--- config.mk ---
export PLATFORM = sky130hd
export DESIGN_NAME = systolic_ctrl_flat
export DESIGN_NICKNAME = d
export VERILOG_FILES = /design/src/rtl/systolic_ctrl_if.sv /design/src/rtl/systolic_ctrl.sv /design/src/flat_wrapper.sv
export SDC_FILE = /design/constraint.sdc
export NUM_CORES = 1
export LEC_CHECK = 0
export CORE_MARGIN = 1.5
export CORE_UTILIZATION = 45
export DETAILED_ROUTE_END_ITERATION = 6
export GPL_TIMING_DRIVEN = 0
export PLACE_DENSITY = 0.7
export SETUP_SLACK_MARGIN = 0.02
export SLEW_MARGIN = 0
export SYNTH_ARGS = -nofsm -noshare
export SYNTH_HDL_FRONTEND = slang
export SYNTH_SLANG_ARGS = --single-unit
--- constraint.sdc ---
create_clock -name clk -period 2.7 [get_ports clk]
set_input_delay 0.405 -clock clk [delete_from_list [all_inputs] [get_ports clk]]
set_output_delay 0.405 -clock clk [all_outputs]
set_load 0.005 [all_outputs]
--- src/rtl/systolic_ctrl_if.sv ---
// Control/result bus between the systolic array sequencer and its host.
// Valid/ready: a result row transfers on a rising clk edge where out_valid && out_ready; out_valid/out_row hold until then.
interface systolic_ctrl_if #(
    parameter int N  = 4,
    parameter int KW = 5
);
    localparam int RW = (N > 1) ? $clog2(N) : 1;

    logic          start;
    logic [KW-1:0] k_len;
    logic          busy;
    logic          clear_acc;
    logic [KW:0]   feed_t;
    logic [N-1:0]  row_valid;
    logic          out_valid;
    logic          out_ready;
    logic [RW-1:0] out_row;
    logic          done;

    modport master (
        output start, k_len, out_ready,
        input  busy, clear_acc, feed_t, row_valid, out_valid, out_row, done
    );

    modport slave (
        input  start, k_len, out_ready,
        output busy, clear_acc, feed_t, row_valid, out_valid, out_row, done
    );
endinterface

--- src/rtl/systolic_ctrl.sv ---
// Sequencer for an N x N int8 MAC systolic array: clears accumulators, feeds
// skewed operands for K+N-1 cycles, flushes the PE pipeline, then drains result rows.
module systolic_ctrl #(
    parameter int N  = 4,
    parameter int KW = 5
) (
    input  logic            clk,
    input  logic            reset,
    systolic_ctrl_if.slave  bus,
    output logic [2:0]      state_dbg
);
    localparam int RW = (N > 1) ? $clog2(N) : 1;
    localparam int TW = KW + 1;

    localparam logic [2:0] S_IDLE  = 3'd0;
    localparam logic [2:0] S_CLEAR = 3'd1;
    localparam logic [2:0] S_FEED  = 3'd2;
    localparam logic [2:0] S_FLUSH = 3'd3;
    localparam logic [2:0] S_DRAIN = 3'd4;
    localparam logic [2:0] S_DONE  = 3'd5;

    logic [2:0]    state;
    logic [KW-1:0] k_q;
    logic [TW-1:0] t_q;
    logic [RW-1:0] row_q;
    logic [RW-1:0] fl_q;

    logic feed_last, flush_last, row_last;

    // Last FEED issue cycle is t = K+N-2; TW bits hold it even for K = 2^KW-1.
    assign feed_last  = (t_q == {1'b0, k_q} + TW'(N - 2));
    assign flush_last = (fl_q == RW'(N - 1));
    assign row_last   = (row_q == RW'(N - 1));

    always_ff @(posedge clk or negedge reset) begin
        if (!reset) begin
            state <= S_IDLE;
            k_q   <= '0;
            t_q   <= '0;
            row_q <= '0;
            fl_q  <= '0;
        end else begin
            case (state)
                S_IDLE: begin
                    if (bus.start) begin
                        k_q   <= bus.k_len;
                        state <= S_CLEAR;
                    end
                end
                S_CLEAR: begin
                    t_q   <= '0;
                    row_q <= '0;
                    state <= (k_q == '0) ? S_DRAIN : S_FEED;
                end
                S_FEED: begin
                    if (feed_last) begin
                        t_q   <= '0;
                        fl_q  <= '0;
                        state <= S_FLUSH;
                    end else begin
                        t_q <= t_q + TW'(1);
                    end
                end
                S_FLUSH: begin
                    if (flush_last) begin
                        row_q <= '0;
                        state <= S_DRAIN;
                    end else begin
                        fl_q <= fl_q + RW'(1);
                    end
                end
                S_DRAIN: begin
                    if (bus.out_ready) begin
                        if (row_last) begin
                            row_q <= '0;
                            state <= S_DONE;
                        end else begin
                            row_q <= row_q + RW'(1);
                        end
                    end
                end
                S_DONE:  state <= S_IDLE;
                default: state <= S_IDLE;
            endcase
        end
    end

    always_comb begin
        bus.busy      = (state != S_IDLE);
        bus.clear_acc = (state == S_CLEAR);
        bus.feed_t    = (state == S_FEED) ? t_q : '0;
        bus.out_valid = (state == S_DRAIN);
        bus.out_row   = row_q;
        bus.done      = (state == S_DONE);
        bus.row_valid = '0;
        // Diagonal skew: feeder i carries operands k = t-i for 0 <= k < K.
        if (state == S_FEED) begin
            for (int i = 0; i < N; i++) begin
                bus.row_valid[i] = (int'(t_q) >= i) && (int'(t_q) < i + int'(k_q));
            end
        end
    end

    assign state_dbg = state;
endmodule

--- src/flat_wrapper.sv ---
// flat-port wrapper written by rule: the top's interface ports become plain ports
module systolic_ctrl_flat 
#(
    parameter int N  = 4,
    parameter int KW = 5
)
  (clk, reset, state_dbg, bus_start, bus_k_len, bus_out_ready, bus_busy, bus_clear_acc, bus_feed_t, bus_row_valid, bus_out_valid, bus_out_row, bus_done);
  systolic_ctrl_if #(.N(N), .KW(KW)) bus_i ();
  input  logic clk;
  input  logic reset;
  output logic [2:0] state_dbg;
  input wire logic [$bits(bus_i.start)-1:0] bus_start;
  input wire logic [$bits(bus_i.k_len)-1:0] bus_k_len;
  input wire logic [$bits(bus_i.out_ready)-1:0] bus_out_ready;
  output wire logic [$bits(bus_i.busy)-1:0] bus_busy;
  output wire logic [$bits(bus_i.clear_acc)-1:0] bus_clear_acc;
  output wire logic [$bits(bus_i.feed_t)-1:0] bus_feed_t;
  output wire logic [$bits(bus_i.row_valid)-1:0] bus_row_valid;
  output wire logic [$bits(bus_i.out_valid)-1:0] bus_out_valid;
  output wire logic [$bits(bus_i.out_row)-1:0] bus_out_row;
  output wire logic [$bits(bus_i.done)-1:0] bus_done;
  assign bus_i.start = bus_start;
  assign bus_i.k_len = bus_k_len;
  assign bus_i.out_ready = bus_out_ready;
  assign bus_busy = bus_i.busy;
  assign bus_clear_acc = bus_i.clear_acc;
  assign bus_feed_t = bus_i.feed_t;
  assign bus_row_valid = bus_i.row_valid;
  assign bus_out_valid = bus_i.out_valid;
  assign bus_out_row = bus_i.out_row;
  assign bus_done = bus_i.done;
  systolic_ctrl #(.N(N), .KW(KW)) u_core (.clk(clk), .reset(reset), .bus(bus_i), .state_dbg(state_dbg));
endmodule
==> summary.md <==
| Metric | Value |
|---|---|
| Status | `finished clean` |
| Diodes inserted | `0` |
| Slew HR | `44.19%` |
| Root Driver | `clkbuf_8` |
| Initial drt markers | `157` |
| Fmax | `383.6 MHz` |
| PortBufs | `27` |
| CTS H-tree lvls | `1` |
| Final worst slack | `93.11 ps` |
| Routed wire length | `roughly 4200 um` |
| Combinational power share | `70.0%` |
| Seq/Total Area, Yosys | `25.90%` |
| PwrDens | `1228 nW/um2` |
| Detail Route Antenna Nets | `0` |
| DRT Pass-1 Iters | `4` |
| TritonCTS clock tree | `yes` |
| Clk Latency, worst-skew pair | `260 ps` |
| Max_cap viols | `0` |
| Yosys cell types | `49` |
| Syn_nets | `between 200 and 250` |
| CTS Buffer Depth | `2` |
| Gr usage total | `21.67%` |
| Die area | `4246 um2` |
| Critical path arrival | `2200 ps` |
| Post-Synth XOR/XNOR Area | `under 10%` |
| Switching power | `1.269 mW` |
| Mapped Avg Cell Area | `9.106 um2` |
| Total CTS buffers | `3` |
| Row cnt | `22` |
| Final setup viols | `0` |
| Clk_skew | `3.226 ps` |
| Worst Setup Start Kind | `flip-flop` |
| Max VDD drop | `565.0 uV` |
| Detail Placement HPWL | `between 3000 and 4000 um` |
| Clock power frac | `8.3%` |
| Starting density of the core | `47.15%` |
| Total congestion overflow | `0` |
| Via count | `approximately 1.6k` |
| Maximum number of pins on one net before global-route repair | `19` |
| CP required | `2300 ps` |
| Internal cell power | `1.458 mW` |
| Post-Place Setup Slack | `-219.3 ps` |
| Final Hold Viols | `0` |
| Number of synthesized flops with an enable pin | `0` |
| Die X | `65.17 um` |
| Primary FF master, synth | `dfrtp_1` |
| Sequential share of power | `21.7%` |
| Placer Congestion | `0.8118` |
| Final period utilization | `96.55%` |
| Post-synthesis compound-gate area fraction | `20.65%` |
| Adder-Cell Fraction of Synth Area | `23.74%` |
| # clock sinks | `18` |
| Die height | `65.17 um` |
| Layout cell share with drive strength beyond 1 | `17.11%` |
| Tightest hold margin | `495.6 ps` |
| Fillers | `360` |
| Multi-input gate area | `1249 um2` |
| Largest family of logic cells by synthesized area | `adder cells` |
| P&R area growth vs syn | `27.63%` |
| Vias in the first global route | `1441` |
| Final-stage net count | `271` |
| Crit end category | `output port` |
| Post-synthesis cell area | `1739 um2` |
| Routed wire per std cell | `15.29 um` |
| Final min period | `2607 ps` |
| First-pass GRT wire length | `about 7200 um` |
| FFs w/ async S/R, synth | `100.0%` |
| Core ar. | `3689 um2` |
| FF/Latch Area | `457.9 um2` |
| Worst slew pin tran | `between 800 and 900 ps` |
| Final setup TNS | `0 ps` |
| Antenna violations before repair | `0` |
| Static Leak | `1.030 nW` |
| I/O pins | `28` |
| Synth warnings | `0` |
| Util after Layout | `60.18%` |
| Via density | `5.634` |
| Post-CTS Hold Buffers | `0` |
| HP Class | `reg2reg` |
| Sw Share | `between 40% and 50%` |
| FF+latch count, synth | `18` |
| CP Max Fanout | `5` |
| Critical path class | `reg2out` |
| DRC errors left | `0` |
| Max-slew violation count | `0` |
| Clk pin slew, worst setup/hold paths | `~70 ps` |
| Cell count after synthesis | `191` |
| Simple logic cell fraction of the synthesized area | `about 20%` |
| RSZ-0062 raised after global routing | `yes` |
| Mux cell area share after synthesis | `0.6475%` |
cell usage after synthesis, types with 3 or more instances:
master / count / share of area, %
dfrtp_1: 18 / 26
nor2_1: 10 / 2.2
a21o_1: 5 / 2.2
ha_1: 33 / 24
nand2_1: 15 / 3.2
inv_1: 13 / 2.8
o21ai_1: 7 / 2.0
nor2b_1: 3 / 1.1
a211oi_1: 3 / 1.3
a32oi_1: 3 / 1.5
o211ai_1: 3 / 1.3
nand3_1: 8 / 2.3
nand2b_1: 3 / 1.1
nor3_1: 5 / 1.4
o21ai_0: 9 / 2.6
and3_1: 6 / 2.2
xnor2_1: 7 / 3.5
worst paths after layout:
check | from | end | slack [ps] | depth (start not counted)
max | u_core.k_q[4]$_DFFE_PN0P_ | bus_row_valid[0] | 90 | 5
min reg2reg | u_core.fl_q[0]$_DFFE_PN0P_ | u_core.fl_q[0]$_DFFE_PN0P_ | 500 | 1
max in group asynchronous | reset | u_core.k_q[0]$_DFFE_PN0P_ | 1500 | 1
max reg2reg | u_core.k_q[1]$_DFFE_PN0P_ | u_core.t_q[5]$_DFFE_PN0P_ | 550 | 7
min in group asynchronous | reset | u_core.t_q[5]$_DFFE_PN0P_ | 620 | 1
min | u_core.fl_q[0]$_DFFE_PN0P_ | u_core.fl_q[0]$_DFFE_PN0P_ | 500 | 1
power by group through the flow:
stage	clock network, mW	logic (mW)	registers, mW
after floorplan	0	1.22	0.531
after global placement	0	1.74	0.583
after detailed placement	0	1.77	0.585
after CTS	0.231	1.88	0.587
after global routing	0.244	2.14	0.611
final	0.226	1.91	0.592
state kept, by name, indices dropped and copies added (netlist names):
name	flops
u_core.t_q	6
u_core.k_q	5
u_core.state_dbg	3
u_core.bus.out_row	2
u_core.fl_q	2
stage by stage:
| step | std cells | power (mW) | cell area [um2] |
|---|---|---|---|
| 2_1_floorplan | 191 | 1.753 | 1739 |
| 3_3_place_gp | 266 | 2.319 | 2069 |
| 3_5_place_dp | 266 | 2.350 | 2069 |
| 4_1_cts | 274 | 2.700 | 2202 |
| 5_1_grt | 276 | 2.995 | 2220 |
| 6_report | 276 | 2.726 | 2220 |
cell usage in the layout (no fill, tap or decap), drive strengths merged, types with 2 or more instances in the layout:
master / count
nand2: 16
a21oi: 2
o311a: 2
o21ai: 16
xnor2: 7
a211oi: 3
clkbuf: 5
inv: 14
dfrtp: 18
nor2: 11
a31o: 2
a21boi: 2
a32oi: 3
nand3: 9
nor3: 6
o2111ai: 2
nand2b: 3
buf: 12
a31oi: 2
nor2b: 3
clkdlybuf4s50: 24
o211ai: 3
o21a: 2
a21o: 5
and3: 6
ha: 33
layout make-up:
type / instances / area share (%)
multi-input combinational: 154 / 56.26
sequential: 18 / 20.63
timing repair buffer: 33 / 13.87
tap: 48 / 2.706
clock buffer: 4 / 2.480
inverter: 14 / 2.480
buffer: 5 / 1.578
repair_timing:
| item | in CTS | in global routing |
|---|---|---|
| buffers inserted | 4 | 2 |
| pin swaps | 6 | 8 |
| gates cloned | 0 | 0 |
| resized for setup | 22 | 6 |
| setup endpoints to repair | 4 | 4 |
worst max-delay path, cell delays in order, from the launching register on:
cell	delay (ps)
dfrtp_2	450
inv_2	150
ha_1	260
a2111o_1	400
a31oi_1	160
clkdlybuf4s50_1	520
kinds of logic (layout without fill, tap and decap cells):
group / Yosys count / after routing
and+or+nand+nor: 61 / 61
AOI/OAI and AO/OA: 51 / 51
adders and majority gates: 33 / 33
buffers and inverters: 19 / 56
DFF: 18 / 18
xor gates and xnor gates: 8 / 8
muxes: 1 / 1
per-layer routing:
metal | routed length (um) | vias to the layer above | global-route usage (%)
li1 | - | 778 | -
met1 | 2029 | 737 | 30.56
met2 | 1931 | 38 | 35.08
met3 | 232 | 2 | 3.425
met4 | 25 | 0 | 4.688
met5 | 0 | - | 0
(Power assumes the default switching activity.)
